## src/rtl/neuron_accumulator.sv

```systemverilog
// Per-neuron partial-sum accumulator: bias add, rescale, saturate, optional ReLU,
// then one activation write per output neuron into the layer output BRAM.
module neuron_accumulator #(
    parameter int ACC_W     = 32,
    parameter int DATA_W    = 16,
    parameter int FRAC_BITS = 8,
    parameter bit RELU_EN   = 1'b1
) (
    input  logic                     clk,
    input  logic                     rst,
    input  logic                     layer_start,
    input  logic [15:0]              num_neurons,
    input  logic [15:0]              out_base_addr,
    input  logic                     psum_valid,
    input  logic signed [ACC_W-1:0]  psum,
    input  logic                     psum_last,
    output logic                     psum_ready,
    output logic                     bias_rd_en,
    output logic [15:0]              bias_addr,
    input  logic signed [DATA_W-1:0] bias_data,
    output logic                     wr_en,
    output logic [15:0]              wr_addr,
    output logic [DATA_W-1:0]        wr_data,
    output logic [15:0]              neuron_idx,
    output logic                     busy,
    output logic                     layer_done,
    output logic                     overflow_flag
);

    typedef enum logic [2:0] {
        IDLE,
        ACCUM,
        BIAS_RD,
        BIAS_ADD,
        ACT,
        WRITE
    } state_t;

    localparam logic signed [ACC_W-1:0] ACC_MAX = {1'b0, {(ACC_W-1){1'b1}}};
    localparam logic signed [ACC_W-1:0] ACC_MIN = {1'b1, {(ACC_W-1){1'b0}}};
    localparam logic [DATA_W-1:0] ACT_MAX = {1'b0, {(DATA_W-1){1'b1}}};
    localparam logic [DATA_W-1:0] ACT_MIN = {1'b1, {(DATA_W-1){1'b0}}};
    localparam int UP_W = ACC_W - DATA_W + 1;

    state_t state, state_nx;

    logic signed [ACC_W-1:0] acc;
    logic [15:0]             num_q;
    logic [15:0]             base_q;
    logic [15:0]             idx;
    logic                    zero_done;

    logic                    transfer;
    logic                    last_neuron;

    logic signed [ACC_W-1:0] bias_ext;
    logic signed [ACC_W:0]   add_a;
    logic signed [ACC_W:0]   add_b;
    logic signed [ACC_W:0]   add_sum;
    logic                    add_ovf;
    logic signed [ACC_W-1:0] add_sat;

    logic signed [ACC_W-1:0] shr;
    logic [UP_W-1:0]         shr_up;
    logic                    act_ovf;
    logic [DATA_W-1:0]       act_sat;
    logic [DATA_W-1:0]       act_out;

    assign transfer    = psum_valid & psum_ready;
    assign last_neuron = (idx == num_q - 16'd1);

    // Bias is Q.FRAC_BITS; shift it up to the accumulator's Q.(2*FRAC_BITS).
    assign bias_ext = {{(ACC_W-DATA_W){bias_data[DATA_W-1]}}, bias_data}
                      <<< FRAC_BITS;

    always_comb begin
        add_a = {acc[ACC_W-1], acc};
        if (state == BIAS_ADD) begin
            add_b = {bias_ext[ACC_W-1], bias_ext};
        end else begin
            add_b = {psum[ACC_W-1], psum};
        end
        add_sum = add_a + add_b;
        add_ovf = add_sum[ACC_W] ^ add_sum[ACC_W-1];
        if (add_ovf) begin
            add_sat = add_sum[ACC_W] ? ACC_MIN : ACC_MAX;
        end else begin
            add_sat = add_sum[ACC_W-1:0];
        end
    end

    always_comb begin
        shr     = acc >>> FRAC_BITS;
        shr_up  = shr[ACC_W-1:DATA_W-1];
        act_ovf = !((&shr_up) || !(|shr_up));
        if (act_ovf) begin
            act_sat = shr[ACC_W-1] ? ACT_MIN : ACT_MAX;
        end else begin
            act_sat = shr[DATA_W-1:0];
        end
        if (RELU_EN && act_sat[DATA_W-1]) begin
            act_out = '0;
        end else begin
            act_out = act_sat;
        end
    end

    always_comb begin
        state_nx = state;
        unique case (state)
            IDLE: begin
                if (layer_start && num_neurons != 16'd0) begin
                    state_nx = ACCUM;
                end
            end
            ACCUM: begin
                if (transfer && psum_last) begin
                    state_nx = BIAS_RD;
                end
            end
            BIAS_RD:  state_nx = BIAS_ADD;
            BIAS_ADD: state_nx = ACT;
            ACT:      state_nx = WRITE;
            WRITE:    state_nx = last_neuron ? IDLE : ACCUM;
            default:  state_nx = IDLE;
        endcase
    end

    always_ff @(posedge clk) begin
        if (rst) begin
            state <= IDLE;
        end else begin
            state <= state_nx;
        end
    end

    always_ff @(posedge clk) begin
        if (rst) begin
            acc           <= '0;
            num_q         <= '0;
            base_q        <= '0;
            idx           <= '0;
            zero_done     <= 1'b0;
            overflow_flag <= 1'b0;
            wr_data       <= '0;
        end else begin
            zero_done <= 1'b0;
            unique case (state)
                IDLE: begin
                    if (layer_start) begin
                        num_q         <= num_neurons;
                        base_q        <= out_base_addr;
                        acc           <= '0;
                        idx           <= '0;
                        overflow_flag <= 1'b0;
                        zero_done     <= (num_neurons == 16'd0);
                    end
                end
                ACCUM: begin
                    if (transfer) begin
                        acc <= add_sat;
                        if (add_ovf) overflow_flag <= 1'b1;
                    end
                end
                BIAS_ADD: begin
                    acc <= add_sat;
                    if (add_ovf) overflow_flag <= 1'b1;
                end
                ACT: begin
                    wr_data <= act_out;
                    if (act_ovf) overflow_flag <= 1'b1;
                end
                WRITE: begin
                    if (!last_neuron) begin
                        idx <= idx + 16'd1;
                        acc <= '0;
                    end
                end
                default: ;
            endcase
        end
    end

    assign psum_ready = (state == ACCUM);
    assign bias_rd_en = (state == BIAS_RD);
    assign bias_addr  = idx;
    assign wr_en      = (state == WRITE);
    assign wr_addr    = base_q + idx;
    assign neuron_idx = idx;
    assign busy       = (state != IDLE);
    // An empty layer finishes one cycle after its start pulse.
    assign layer_done = ((state == WRITE) && last_neuron) || zero_done;

endmodule

```

## config.mk

```make
export PLATFORM = sky130hd
export DESIGN_NAME = neuron_accumulator
export DESIGN_NICKNAME = d
export VERILOG_FILES = /design/src/rtl/neuron_accumulator.sv
export SDC_FILE = /design/constraint.sdc
export NUM_CORES = 1
export LEC_CHECK = 0
export BUFFER_PORTS_ARGS = -buffer_cell sky130_fd_sc_hd__buf_2
export CAP_MARGIN = 20
export CORE_MARGIN = 3
export CORE_UTILIZATION = 41
export DETAILED_ROUTE_END_ITERATION = 10
export HOLD_SLACK_MARGIN = 0.12
export PLACE_DENSITY = 0.75
export SLEW_MARGIN = 20
export SYNTH_ARGS = -nofsm -noshare
export SYNTH_HDL_FRONTEND = slang
export SYNTH_SLANG_ARGS = --single-unit
export TNS_END_PERCENT = 20
```

## constraint.sdc

```tcl
create_clock -name clk -period 9.9 [get_ports clk]
set_input_delay 1.485 -clock clk [delete_from_list [all_inputs] [get_ports clk]]
set_output_delay 1.485 -clock clk [all_outputs]
set_load 0.02 [all_outputs]
```

# Word level (Yosys, flattened, before mapping)
# Index checks and enable logic that the tools add are counted.
[totals] register_bits=101 out_inout_bits=70 in_bits=85 elab_cells=71
[classes] reduce_logical=21 mux=22 eq_ne=12 add_sub_neg=4 n_bitwise=4
[op_table] operator="$mux 32" n=5
[op_table] operator="$pmux 32 s4" n=1
[op_table] operator="$mux 16" n=4
[op_table] operator="$add 32x33->33" n=1
[op_table] operator="$mux 33" n=1
[op_table] operator="$pmux 16 s2" n=1
[op_table] operator="$pmux 3 s6" n=1
[op_table] operator="$add 16x1->16 const B" n=1
[op_table] operator="$add 16x16->16" n=1
[op_table] operator="$eq 16x16->1" n=1
[op_table] operator="$logic_not 16->1" n=1
[op_table] operator="$reduce_bool 16->1" n=1
[op_table] operator="$sub 16x1->16 const B" n=1
[op_table] operator="$mux 15" n=1
[op_table] operator="$reduce_and 9->1" n=1
[op_table] operator="$reduce_or 9->1" n=1
[op_table] operator="$ne 2x2->1 const B" n=4
[op_table] operator="$reduce_and 4->1" n=2
[op_table] operator="$reduce_bool 4->1" n=2
[op_table] operator="$eq 3x2->1 const B" n=2
[op_table] operator="$eq 3x3->1 const B" n=2
[op_table] operator="$mux 3" n=2
[op_table] operator="$mux 1" n=5
[op_table] operator="$ne 2x1->1 const B" n=2
[op_table] operator="other kinds (14)" n=19

# Logic depth before layout (Yosys ltp)
[depth] ltp_word=7 depth_mapped=19 ltp_nobuf=14

# Least setup slack after synthesis
# No wires, ideal clock.
[synth_path] path_kind="input-to-reg" startpoint="in psum[2]" endpoint="reg acc[24]" path_slack_ns=5.417 setup_ns=0.060 t_required_ns=9.840 n_path_buf=2 cell_stages=13 arrival_time_ns=4.423 cell_sequence="and2_1 ha_1 o211ai_1 o211ai_1 a41oi_1 a211o_1 a211oi_1 nor4b_1 a211o_1 inv_1 clkbuf_1 clkbuf_1 a221o_1"
[synth_between] elab_chain_cells=6 elab_cells_between_ends=7 cone_classes="add/sub (1); mux (5); bitwise (1)"
[synth_lines] element="start: declaration" line_no="15" rtl="input logic signed [ACC_W-1:0] psum,"
[synth_lines] element="$mux 33 (*)" line_no="78" rtl="if (state == BIAS_ADD) begin"
[synth_lines] element="$add 32x33->33 (*)" line_no="83" rtl="add_sum = add_a + add_b;"
[synth_lines] element="$mux 32 or $xor 1x1->1 (tied branches)" line_no="86, 84"
[synth_lines] element="$mux 32 (*)" line_no="85" rtl="if (add_ovf) begin"
[synth_lines] element="$mux 32" line_no="160" rtl="if (transfer) begin"
[synth_lines] element="$pmux 32 s4 (*)" line_no="148" rtl="unique case (state)"
[synth_lines] element="end signal: assignment" line_no="161" rtl="acc <= add_sat;"
[synth_lines] element="end signal: assignment" line_no="166" rtl="acc <= add_sat;"
[synth_lines] element="end: declaration" line_no="47" rtl="logic signed [ACC_W-1:0] acc;"
# Every way passes the cells marked *; elsewhere a longest branch is shown, timed or not. The select of a mux whose other input is x is not followed.
# A chain may end at the register's enable or synchronous reset.

# Worst setup path after layout
[layout_path] startpoint="reg num_q[6]" endpoint="out layer_done"
[layout_between] elab_chain_cells=4
[layout_lines] element="start: declaration" line_no="48" rtl="logic [15:0] num_q;"
[layout_lines] element="start signal: assignment" line_no="151" rtl="num_q <= num_neurons;"
[layout_lines] element="$sub 16x1->16" line_no="70" rtl="assign last_neuron = (idx == num_q - 16'd1);"
[layout_lines] element="$eq 16x16->1" line_no="70"
[layout_lines] element="$logic_and 1x1->1" line_no="192" rtl="assign layer_done = ((state == WRITE) && last_neuron) || zero_done;"
[layout_lines] element="$logic_or 1x1->1" line_no="192"
[layout_lines] element="end: declaration" line_no="26" rtl="output logic layer_done,"
# No other way between the ends.

==> out/summary.md <==
The flow ran to the end, and the final reports show no timing, DRC or antenna violations. Before antenna repair, the detailed router went through 4 iterations. For this run, global-route usage on met1 was measured as 24.8%. The signal on the critical path passes through or4_4, nor3_1, or3b_1, xnor2_1, nor4_1, nand3_1, o21bai_1, buf_2. Buffers inserted during clock tree synthesis total 9. For the area taken by multi-input logic gates, the log shows 4680 sq um. Proportion of synthesized flip-flops having asynchronous set or reset: 0%. The tools report the power spent charging and discharging nets as 375 uW. Global routing finished with a remaining overflow of 0. By startpoint and endpoint, the worst setup path is classified as flop to output port.

Net total in the final layout: 1143. For the worst clock skew, the log shows 0.0132 ns. Internal power comes to 730 uW. Yosys printed 0 warnings. Standby leakage power: 0.00372 uW. The clock network accounts for 31.3% of the total power.

Setup violations remaining at the end of the flow were counted as 0. In the post-route analysis, the smallest setup slack over all paths is 4.92 ns. The logs give 0 for the count of buffers added by post-CTS timing repair for setup and 8.42 ns for the data required time at the worst endpoint.

Per report_power, the sequential group accounts for 40.6% of the total. After filler insertion, the fill cell instance count of the layout stands at 1632. The share of layout cells above drive strength 1 was 20.3%; the detailed-route wire length per cell was 15.2 um. The horizontal die dimension came out at 137 um.

In the post-synthesis netlist, the biggest area contributors are sky130_fd_sc_hd__dfxtp_1 (28%), sky130_fd_sc_hd__ha_1 (8.7%), sky130_fd_sc_hd__a21oi_1 (6.5%). STA classifies the critical path startpoint as a flop. The number of nets with antenna violations after detailed routing is 0, and the antenna diode instance count is 0. 155 I/O pins were placed.

Dividing the final minimum period by the clock period gives 50.3%. The number of hold buffers added after cts came out at 0. For the final max-slew violation count, the log shows 0. By instance count, the leading cell after synthesis is sky130_fd_sc_hd__nand2_1.

Global routing used 19.7% of the available tracks. The logs give 77.4 uV for the worst supply voltage drop on vdd and 0 for the hold violation count in the final report. Dividing total power by cell area gives a power density of 136 nW/um^2. Dividing the synthesized area by the synthesized cell count gives 7.88 sq um.

The path type of the worst min-delay path is flop to flop. Synthesis inferred 100 register bits. The first global-routing pass estimated 30100 um of wire. The post-route minimum period was 4.98 ns. For the insertion delay to the later sink of the worst-skew pair, the log shows 0.36 ns. Layout overhead on the synthesized area: 15.3%. The count of cells resized by post-cts repair came out at 0. The run gives 59 as the maximum number of pins on one net before global-route repair.

Timing analysis after detailed placement gives a worst setup slack of 4.83 ns. Counting distinct cell types in the post-synthesis netlist gives 67. In the synthesized netlist, the cells that appear most often are sky130_fd_sc_hd__nand2_1 (119), sky130_fd_sc_hd__dfxtp_1 (100), sky130_fd_sc_hd__a21oi_1 (91). CTS clock-pin slew for the worst setup and hold paths: 0.07 ns. The standard cell with the maximum stage delay on the critical path is sky130_fd_sc_hd__nor4_1. Number of enable-type register cells in the synthesized netlist: 0. In the global route stage, met2 resource usage came out at 34.2%. The clock net in this run drives a total of 100 sinks. In this run the biggest area consumer among cell types represents 28.4% of the synthesized area. Count of max-cap constraint violations: 0. Summed over all nets, the half-perimeter wirelength after detailed placement is 14000 um. In this run the vertical extent of the chip is 137 um. The cell sitting at the root of the clock tree is a sky130_fd_sc_hd__clkbuf_16.

The number of nets in the synthesized netlist is 1030. For the pin with the worst max-slew slack, the measured transition is 0.985 ns. At the end of routability-driven placement, the weighted congestion stood at 0.866. The cell count after synthesis came out at 894. On the worst path, the slowest cell contributes a delay of 0.67 ns.

The final route contains 6871 vias. For this run, global-route usage on met3 was measured as 3.09%. The mapped cell area came out at 7050 sq um. TritonCTS built the clock tree. Summed over all layers, the routed wires come to 18800 um. The clock tree synthesis step divided the H-tree into 3 levels. The run gives 28.0% as the share of power burned in combinational logic.

The number of port buffers came out at 153. Per-cell via count in the routed design: 5.58. For this run, the leading register cell type out of synthesis is sky130_fd_sc_hd__dfxtp_1.

The aggregate negative setup slack was 0 ns; the area inside the core boundary was 16700 sq um. The tools report the via count of the first global-routing pass as 6362. STA classifies the critical path endpoint as an output port.

Static timing analysis puts the maximum clock frequency at 0.201 GHz. The layer with the highest usage was met2. Floorplan die area: 18800 sq um. The logs give 0 for the number of antenna violations at the first check in global routing and 42.2% for the starting utilization of the core area. Register area: 2000 sq um. The critical path arrival is 3.49 ns. Setup repair after global routing left no endpoint under its margin.

Of the synthesized area, sequential elements account for 28.4%. Net switching is 33.9% of the power. The logs give 47 for the number of cell rows and 0 for the number of DRC violations after detailed routing.

Measured against its own limit, the worst slew margin works out to 34.2%. The longest clock path from root to sink contains 2 buffers. The first routing iteration left 439 violations.

The maximum fanout along the worst path is 8. The top cell type by total area after synthesis is sky130_fd_sc_hd__dfxtp_1.
## cell families after synthesis
kind of cell,synth area share [%]
buffers and inverters,5.33
DFF,28.4
and+or+nand+nor,22.9
muxes,2.70
other,0.0532
xor gates and xnor gates,7.58
AOI/OAI and AO/OA,23.8
adders and majority gates,9.27
## area by class of cell
class | instances | share of cell area [%]
repair buffers | 159 | 9.98
well taps | 220 | 3.39
inverters | 21 | 0.970
clock buffers | 9 | 2.77
flip-flops and latches | 100 | 24.6
multi-input cells | 716 | 57.6
clock inverters | 7 | 0.708
## through the flow
step	hold WS, ns	std cells	util (%)	total power, uW	area (sq um)
floorplan	0.440	894	-	687	7050
global route	0.484	1232	48.7	1170	8130
detailed placement	0.452	1216	46.9	766	7840
CTS	0.462	1232	48.6	1110	8120
global placement	0.446	1216	46.9	761	7840
finish	0.463	1232	48.7	1100	8130
## cells in the final DEF (no fill, tap or decap), types with 9 or more instances in the layout
cell type,instances
sky130_fd_sc_hd__clkbuf_16,9
sky130_fd_sc_hd__nor2_1,82
sky130_fd_sc_hd__inv_1,21
sky130_fd_sc_hd__nand3_1,11
sky130_fd_sc_hd__dfxtp_1,100
sky130_fd_sc_hd__and2_1,13
sky130_fd_sc_hd__nand2b_1,10
sky130_fd_sc_hd__ha_1,49
sky130_fd_sc_hd__or3_1,9
sky130_fd_sc_hd__nor4_1,11
sky130_fd_sc_hd__buf_2,153
sky130_fd_sc_hd__xnor2_1,40
sky130_fd_sc_hd__a221o_1,29
sky130_fd_sc_hd__xor2_1,21
sky130_fd_sc_hd__nor3_1,37
sky130_fd_sc_hd__o21ai_0,27
sky130_fd_sc_hd__mux2_2,16
sky130_fd_sc_hd__a21o_1,12
sky130_fd_sc_hd__and3_1,15
sky130_fd_sc_hd__a21oi_1,91
sky130_fd_sc_hd__nand2_1,119
sky130_fd_sc_hd__a31oi_1,9
## power by group through the flow
stage	clock network (uW)	logic [uW]	registers, uW
finish	346	310	449
global route	367	349	452
CTS	351	310	448
detailed placement	0	309	457
global placement	0	304	457
floorplan	0	238	449
## registers in the layout (all words and copies together), names as in the netlist
| signal | count |
|---|---|
| overflow_flag | 1 |
| bias_addr | 16 |
| num_q | 16 |
| wr_data | 15 |
| base_q | 16 |
| state | 3 |
| acc | 32 |
| zero_done | 1 |
## final timing paths
path	from	to	slack, ns	cells after the start
max	num_q[6]$_SDFFE_PP0P_	layer_done	4.92	8
min	base_q[2]$_SDFFE_PP0P_	base_q[2]$_SDFFE_PP0P_	0.46	2
max reg2reg	state[2]$_SDFFE_PP0P_	acc[24]$_SDFFE_PP0P_	5.22	14
min reg2reg	base_q[2]$_SDFFE_PP0P_	base_q[2]$_SDFFE_PP0P_	0.46	2
## routing by layer
layer	up-vias	part of all wire, %
met5	-	0
met3	30	4.6
met1	3178	44
met2	190	49
li1	3473	-
met4	0	2.0
## worst max-delay path, delay by kind of cell (launching register included)
| family | cells | cell delay (ns) |
|---|---|---|
| flops | 1 | 0.39 |
| compound gates | 1 | 0.17 |
| buf+inv | 1 | 0.19 |
| simple gates | 5 | 2.23 |
| xor+xnor | 1 | 0.15 |
Power figures use the tool's default switching activity.
